===== src/rtl/alu_wide_op_ctrl.sv =====
// Sequencer that runs WIDTH-bit operations through one external 8-bit 74181 pair,
// one byte slice per cycle, LSB first. Optional flags: define ALU_FLAGS_EN.
module alu_wide_op_ctrl #(
    parameter int WIDTH = 32
) (
    input  logic             clk,
    input  logic             rst,
    input  logic             start,
    input  logic [WIDTH-1:0] op_a,
    input  logic [WIDTH-1:0] op_b,
    input  logic [3:0]       op_s,
    input  logic             op_m,
    input  logic             op_cn,
    output logic             busy,
    output logic             done,
    output logic [WIDTH-1:0] result,
`ifdef ALU_FLAGS_EN
    output logic             zero,
    output logic             equal,
`endif
    output logic             cn_out,
    output logic [7:0]       alu_a,
    output logic [7:0]       alu_b,
    output logic [3:0]       alu_s,
    output logic             alu_m,
    output logic             alu_cn,
    input  logic [7:0]       alu_f,
    input  logic             alu_cn4,
    input  logic             alu_eq
);

    localparam int NSLICE = WIDTH / 8;
    localparam int IDX_W  = (NSLICE > 1) ? $clog2(NSLICE) : 1;
    localparam logic [IDX_W-1:0] LAST_IDX = IDX_W'(NSLICE - 1);

    typedef enum logic [1:0] {
        IDLE,
        RUN,
        DONE
    } state_t;

    state_t state, state_nxt;

    logic [NSLICE-1:0][7:0] a_reg, b_reg, res_reg, res_nxt;
    logic [3:0]             s_reg;
    logic                   m_reg;
    logic                   carry_reg;
    logic                   cn_out_reg;
    logic [IDX_W-1:0]       idx;
    logic                   accept;
    logic                   last_slice;

    assign last_slice = (idx == LAST_IDX);

    always_ff @(posedge clk or posedge rst) begin
        if (rst) begin
            state <= IDLE;
        end else begin
            state <= state_nxt;
        end
    end

    // NOTE: every output of a combinational block gets a default first; a path that
    // leaves one unassigned would infer a latch.
    always_comb begin
        state_nxt = state;
        busy      = 1'b0;
        done      = 1'b0;
        accept    = 1'b0;
        case (state)
            IDLE: begin
                if (start) begin
                    accept    = 1'b1;
                    state_nxt = RUN;
                end
            end
            RUN: begin
                busy = 1'b1;
                if (last_slice) begin
                    state_nxt = DONE;
                end
            end
            DONE: begin
                busy      = 1'b1;
                done      = 1'b1;
                state_nxt = IDLE;
            end
            default: state_nxt = IDLE;
        endcase
    end

    // Result with the current slice merged in; the flags look at this on the last edge.
    always_comb begin
        res_nxt      = res_reg;
        res_nxt[idx] = alu_f;
    end

    // NOTE: sequential state is assigned with <= so every register samples the values
    // from before the edge, independent of statement order.
    always_ff @(posedge clk or posedge rst) begin
        if (rst) begin
            a_reg      <= '0;
            b_reg      <= '0;
            s_reg      <= '0;
            m_reg      <= 1'b0;
            carry_reg  <= 1'b0;
            idx        <= '0;
            res_reg    <= '0;
            cn_out_reg <= 1'b1;
        end else if (accept) begin
            a_reg     <= op_a;
            b_reg     <= op_b;
            s_reg     <= op_s;
            m_reg     <= op_m;
            carry_reg <= op_cn;
            idx       <= '0;
            res_reg   <= '0;
        end else if (state == RUN) begin
            res_reg   <= res_nxt;
            carry_reg <= alu_cn4;
            if (last_slice) begin
                cn_out_reg <= alu_cn4;
            end else begin
                idx <= idx + 1'b1;
            end
        end
    end

    assign result = res_reg;
    assign cn_out = cn_out_reg;

    // The ALU sees the latched operation only while a slice is in flight.
    always_comb begin
        alu_a  = '0;
        alu_b  = '0;
        alu_s  = '0;
        alu_m  = 1'b0;
        alu_cn = 1'b0;
        if (state == RUN) begin
            alu_a  = a_reg[idx];
            alu_b  = b_reg[idx];
            alu_s  = s_reg;
            alu_m  = m_reg;
            alu_cn = carry_reg;
        end
    end

`ifdef ALU_FLAGS_EN
    logic eq_acc;

    always_ff @(posedge clk or posedge rst) begin
        if (rst) begin
            eq_acc <= 1'b0;
            zero   <= 1'b0;
            equal  <= 1'b0;
        end else if (accept) begin
            eq_acc <= 1'b1;
            zero   <= 1'b0;
            equal  <= 1'b0;
        end else if (state == RUN) begin
            eq_acc <= eq_acc & alu_eq;
            if (last_slice) begin
                zero  <= (res_nxt == '0);
                equal <= eq_acc & alu_eq;
            end
        end
    end
`else
    logic unused_eq;
    assign unused_eq = alu_eq;
`endif

endmodule


===== config.mk =====
export PLATFORM = sky130hd
export DESIGN_NAME = alu_wide_op_ctrl
export DESIGN_NICKNAME = d
export VERILOG_FILES = /design/src/rtl/alu_wide_op_ctrl.sv
export SDC_FILE = /design/constraint.sdc
export NUM_CORES = 1
export LEC_CHECK = 0
export ABC_AREA = 1
export CAP_MARGIN = 5
export CELL_PAD_IN_SITES_DETAIL_PLACEMENT = 0
export CELL_PAD_IN_SITES_GLOBAL_PLACEMENT = 2
export CORE_MARGIN = 2
export CORE_UTILIZATION = 25
export DETAILED_ROUTE_END_ITERATION = 16
export PLACE_DENSITY = 0.79
export SLEW_MARGIN = 40
export SYNTH_ARGS = -nofsm -noshare
export SYNTH_HDL_FRONTEND = slang
export SYNTH_SLANG_ARGS = --single-unit

===== constraint.sdc =====
create_clock -name clk -period 3.2 [get_ports clk]
set_clock_uncertainty 0.05 [all_clocks]
set_input_delay 0.48 -clock clk [delete_from_list [all_inputs] [get_ports clk]]
set_output_delay 0.48 -clock clk [all_outputs]
set_load 0.01 [all_outputs]

==> Word-level counts from Yosys, hierarchy flattened <==
Cells that the tools add are included.
{ "op_classes": {"addsub": 1, "order_cmp": 2, "eq_ne": 6, "muxes": 26, "n_bitwise": 1, "n_reduce_logical": 7} }
{ "ops": {"columns": ["operator", "count"], "rows": [
  ["2-to-1 mux 32 bit", 2],
  ["2-to-1 mux 8 bit", 5],
  ["binary-select mux 8 bit (select 2 bit)", 2],
  ["bitwise mux 32 bit", 1],
  ["demux 8 bit (select 2 bit)", 1],
  ["2-to-1 mux 2 bit", 5],
  ["2-to-1 mux 1 bit", 8],
  ["!= test 2 bit (second input constant)", 3],
  ["== test 2 bit (second input constant)", 2],
  ["2-to-1 mux 4 bit", 1],
  ["case mux 2 bit (2 select lines)", 1],
  ["AND reduction 2 bit", 2],
  ["less-than comparator 2 x 3 -> 1 bit (second input constant)", 1],
  ["AND reduction 3 bit", 1],
  ["adder 2 x 1 -> 2 bit (second input constant)", 1],
  ["== test 2 x 1 -> 1 bit (second input constant)", 1],
  ["greater-or-equal comparator 2 x 1 -> 1 bit (second input constant)", 1],
  ["zero test 2 bit", 1],
  ["nonzero test 2 bit", 1],
  ["OR reduction 2 bit", 1],
  ["logical AND 1 bit", 1],
  ["inverter 1 bit", 1]
]} }
{ "totals": {"reg_bits": 107, "input_bits": 83, "out_inout_bits": 57, "word_cells": 61} }

==> Longest topological paths before layout <==
{ "depth": {"depth_word": 7, "depth_mapped": 8, "ltp_nobuf": 7} }

==> Least setup slack after synthesis <==
No wires, ideal clock.
{ "synth_timing": {"path_kind": "register to output", "from": "register state[1]", "to": "output alu_a[0]", "arrival_ps": 1221, "required_time_ps": 2670, "slack_ps": 1449, "stages_incl_launch_ff": 7, "path_buffers": 2, "path_cell_list": "dfrtp_1 -> inv_1 -> ha_1 -> buf_4 -> inv_2 -> clkbuf_1 -> a21oi_1"} }
{ "synth_between": {"elab_chain_cells": 2} }
{ "synth_lines": {"columns": ["item", "line", "source"], "rows": [
  ["start, declared", "42", "state_t state, state_nxt;"],
  ["start signal, assigned", "59", "state <= state_nxt;"],
  ["== test 2 x 1 -> 1 bit", "139", "if (state == RUN) begin"],
  ["2-to-1 mux 8 bit", "139", null],
  ["end, declared", "22", "output logic [7:0] alu_a,"]
]} }
No other way between the ends.

==> Worst setup path in the final report <==
{ "layout_timing": {"from": "register state[1]", "to": "output alu_b[4]"} }
{ "layout_between": {"elab_chain_cells": 2} }
{ "layout_lines": {"columns": ["item", "line", "source"], "rows": [
  ["== test 2 x 1 -> 1 bit", "139", null],
  ["2-to-1 mux 8 bit", "139", null],
  ["end, declared", "23", "output logic [7:0] alu_b,"]
]} }
No other way between the ends.

==> reports/results.ini <==
[outcome]
status = complete, no violations

[logic_synthesis]
synth_fp_nets = 689
synthesis_stage_register_bit_count = 107
yosysUniqueCellTypes = 19
yosys.area.top_type_share = 0.5363
synthTopCellsByArea = sky130_fd_sc_hd__dfrtp_1 (54%), sky130_fd_sc_hd__nand2_1 (13%), sky130_fd_sc_hd__o21ai_0 (8.9%)
synth-warning-count = 0
syn_area_per_cell_sq_um = 8.299
yosysSeqAreaShare = 0.5416
synth_largest_area_cell = sky130_fd_sc_hd__dfrtp_1
synth_cells = 596
syn_area_sq_um = 4946

[finish]
regArea_sq_um = 2679
utilization = 0.3517
most_frequent_standard_cell_in_the_layout_excluding_fill_and_tap_cells = sky130_fd_sc_hd__nand2_1
fin_nets = 815
syn_to_final_growth_pct = 38.40
final_layout_size_suffix_gt1_frac = 0.04408
multi_input_area_sq_um = 1718
insertedDiodeCount = 0
final_cell_area_sq_um = 6845
fillers = 2064
most_frequent_cells_in_the_layout = sky130_fd_sc_hd__nand2_1 (174), sky130_fd_sc_hd__clkdlybuf4s50_1 (138), sky130_fd_sc_hd__dfrtp_1 (106), sky130_fd_sc_hd__o21ai_0 (88), sky130_fd_sc_hd__inv_1 (85)

[clock_network]
postCtsSetupRepairBufs = 0
clk_pin_slew_worst_paths_ps = 70
clock_sink_count = 107
clock_latency_ps = 350
number_of_buffers_on_the_longest_clock_path = 2
h-tree-depth = 3
cts_resized = 0
clockRootBuffer = sky130_fd_sc_hd__clkbuf_16
cts_hold_buffers = 0
cts-buffers-inserted = 9
cts_tree = done

[timing]
worstMarginPinSlew_ps = 679.3
fmax_mhz = 347.7
post-route-min-period_ps = 2876
setup_repair_after_global_routing_missed_its_margin = no
slew_headroom = 0.5465
setup-tns-final_ps = 0
final_hold_viol_count = 0
finalCritPeriodShare = 0.8987
final_max_slew_viol_count = 0
finalSetupViolCount = 0
final_worst_hold_slack_ps = 435.1

[global_routing]
gr-usage-all-layers = 0.1335
global_route_wire_length_before_repair_mm = 21.58
grt_pass1_vias = 4103
largest_net_degree_at_the_start_of_global_routing = 108
grt_antenna_before_repair = 0
overflow = 0

[power]
ir_drop_mv = 0.3465
powerDensity_nw_per_um2 = 890.9
tot_pwr_mw = 6.098
cellLeakagePower_nw = 3.171

[worst_setup_path]
arrival_ps = 2350
crit_buf_inv = 3
critical_path.slowest_cell = sky130_fd_sc_hd__clkdlybuf4s50_1
crit_fanout = 17
cp-startpoint = state[1]
crit_start_category = flip-flop
critical_path.cell_chain = inv_1 -> ha_1 -> inv_2 -> a21oi_1 -> clkdlybuf4s50_1
critical-path-max-stage-delay_ps = 580
crit_required_ps = 2670
critical_path.reg2reg.startpoint = state[0]
worstSetupPathType = flip-flop to output port
setup.worst_path.end_class = output port
largest_delay_contributor_family_on_the_critical_path = buffers and inverters

[placement]
io_buffer_count = 138
gp_congestion = 0.7687
placement_cell_area_sq_um = 6563
hpwlAfterDp_mm = 9.441

[route]
drt-wirelength-per-cell_um = 13.76
drt-vias-per-instance = 4.329
detail_route.wirelength_mm = 13.64
remaining_drc_errors = 0
routed-via-count = 4290
drt-initial-drc-count = 205
antenna_left = 0
dr.pass1.iters = 6

[floorplanning]
die_h_um = 144.7
core_area_sq_um = 19460
initial_core_utilization = 0.2541
dieWidth_um = 144.7
pin_count = 140
placementRows = 51
die_area_sq_um = 20930

[job]
drv.max_cap_violation_count = 0

[hold_path]
hp-start = result[28]
timing.hold.worst.class = flip-flop to flip-flop

==> per-stage QoR <==
step | instances | setup WS, ps
2_1_floorplan | 596 | 1383
4_1_cts | 991 | 267.0
5_1_grt | 991 | 155.4
6_report | 991 | 324.2
3_5_place_dp | 976 | 677.6
3_3_place_gp | 976 | 733.9
==> layer usage <==
metal,track usage,part of all wire,vias to the layer above
li1,-,-,2119
met5,0,0,-
met1,0.1812,0.48,2046
met4,0.04394,0.011,0
met2,0.2140,0.46,115
met3,0.02698,0.050,10
==> layout make-up <==
class | count | share of cell area
Tap cell | 265 | 0.04844
Timing Repair Buffer | 146 | 0.2179
Sequential cell | 107 | 0.3913
Inverter | 90 | 0.05008
Multi-Input combinational cell | 368 | 0.2510
Clock inverter | 5 | 0.007860
Clock buffer | 10 | 0.03345
==> synth_stat cells <==
cell                       count
sky130_fd_sc_hd__or2_1         1
sky130_fd_sc_hd__clkbuf_2      1
sky130_fd_sc_hd__dfrtp_1     106
sky130_fd_sc_hd__nand3_2       3
sky130_fd_sc_hd__buf_6         8
sky130_fd_sc_hd__a21oi_1      16
sky130_fd_sc_hd__buf_4         6
sky130_fd_sc_hd__inv_2         4
sky130_fd_sc_hd__nand3_1      64
sky130_fd_sc_hd__o21ai_1      10
sky130_fd_sc_hd__buf_2         9
sky130_fd_sc_hd__dfstp_2       1
sky130_fd_sc_hd__nand2_1     174
sky130_fd_sc_hd__o21ai_0      88
sky130_fd_sc_hd__ha_1         10
sky130_fd_sc_hd__nand4_1       1
sky130_fd_sc_hd__inv_1        86
sky130_fd_sc_hd__nand2_2       1
sky130_fd_sc_hd__clkbuf_1      7
==> logic make-up (layout without fill, tap and decap cells) <==
logic type	after synthesis	count (layout)	synth area share
and+or+nand+nor	244	244	0.2067
buffers and inverters	121	251	0.1111
AOI/OAI and AO/OA	114	114	0.1154
DFF	107	107	0.5416
adders and majority gates	10	10	0.02530
==> report_power, final <==
part | internal (mW) | switching, mW | total, mW
sequential | 1.96 | 0.229 | 2.19
clock | 0.602 | 0.499 | 1.10
combinational | 1.20 | 1.61 | 2.81
total | 3.76 | 2.34 | 6.10
==> worst paths after layout <==
kind	depth (start not counted)	slack, ps	end
min reg2reg	2	440	result[28]
min in group asynchronous	3	590	a_reg[31]
max	5	320	alu_b[4]
max in group asynchronous	3	2080	a_reg[1]
max reg2reg	7	1120	b_reg[19]
min	2	440	result[28]
==> tightest hold or removal path: stages (launching register included) <==
cell and delay, ps:
sky130_fd_sc_hd__dfrtp_1 340, sky130_fd_sc_hd__nand2_1 50, sky130_fd_sc_hd__o21ai_0 60
Power figures use the tool's default switching activity.
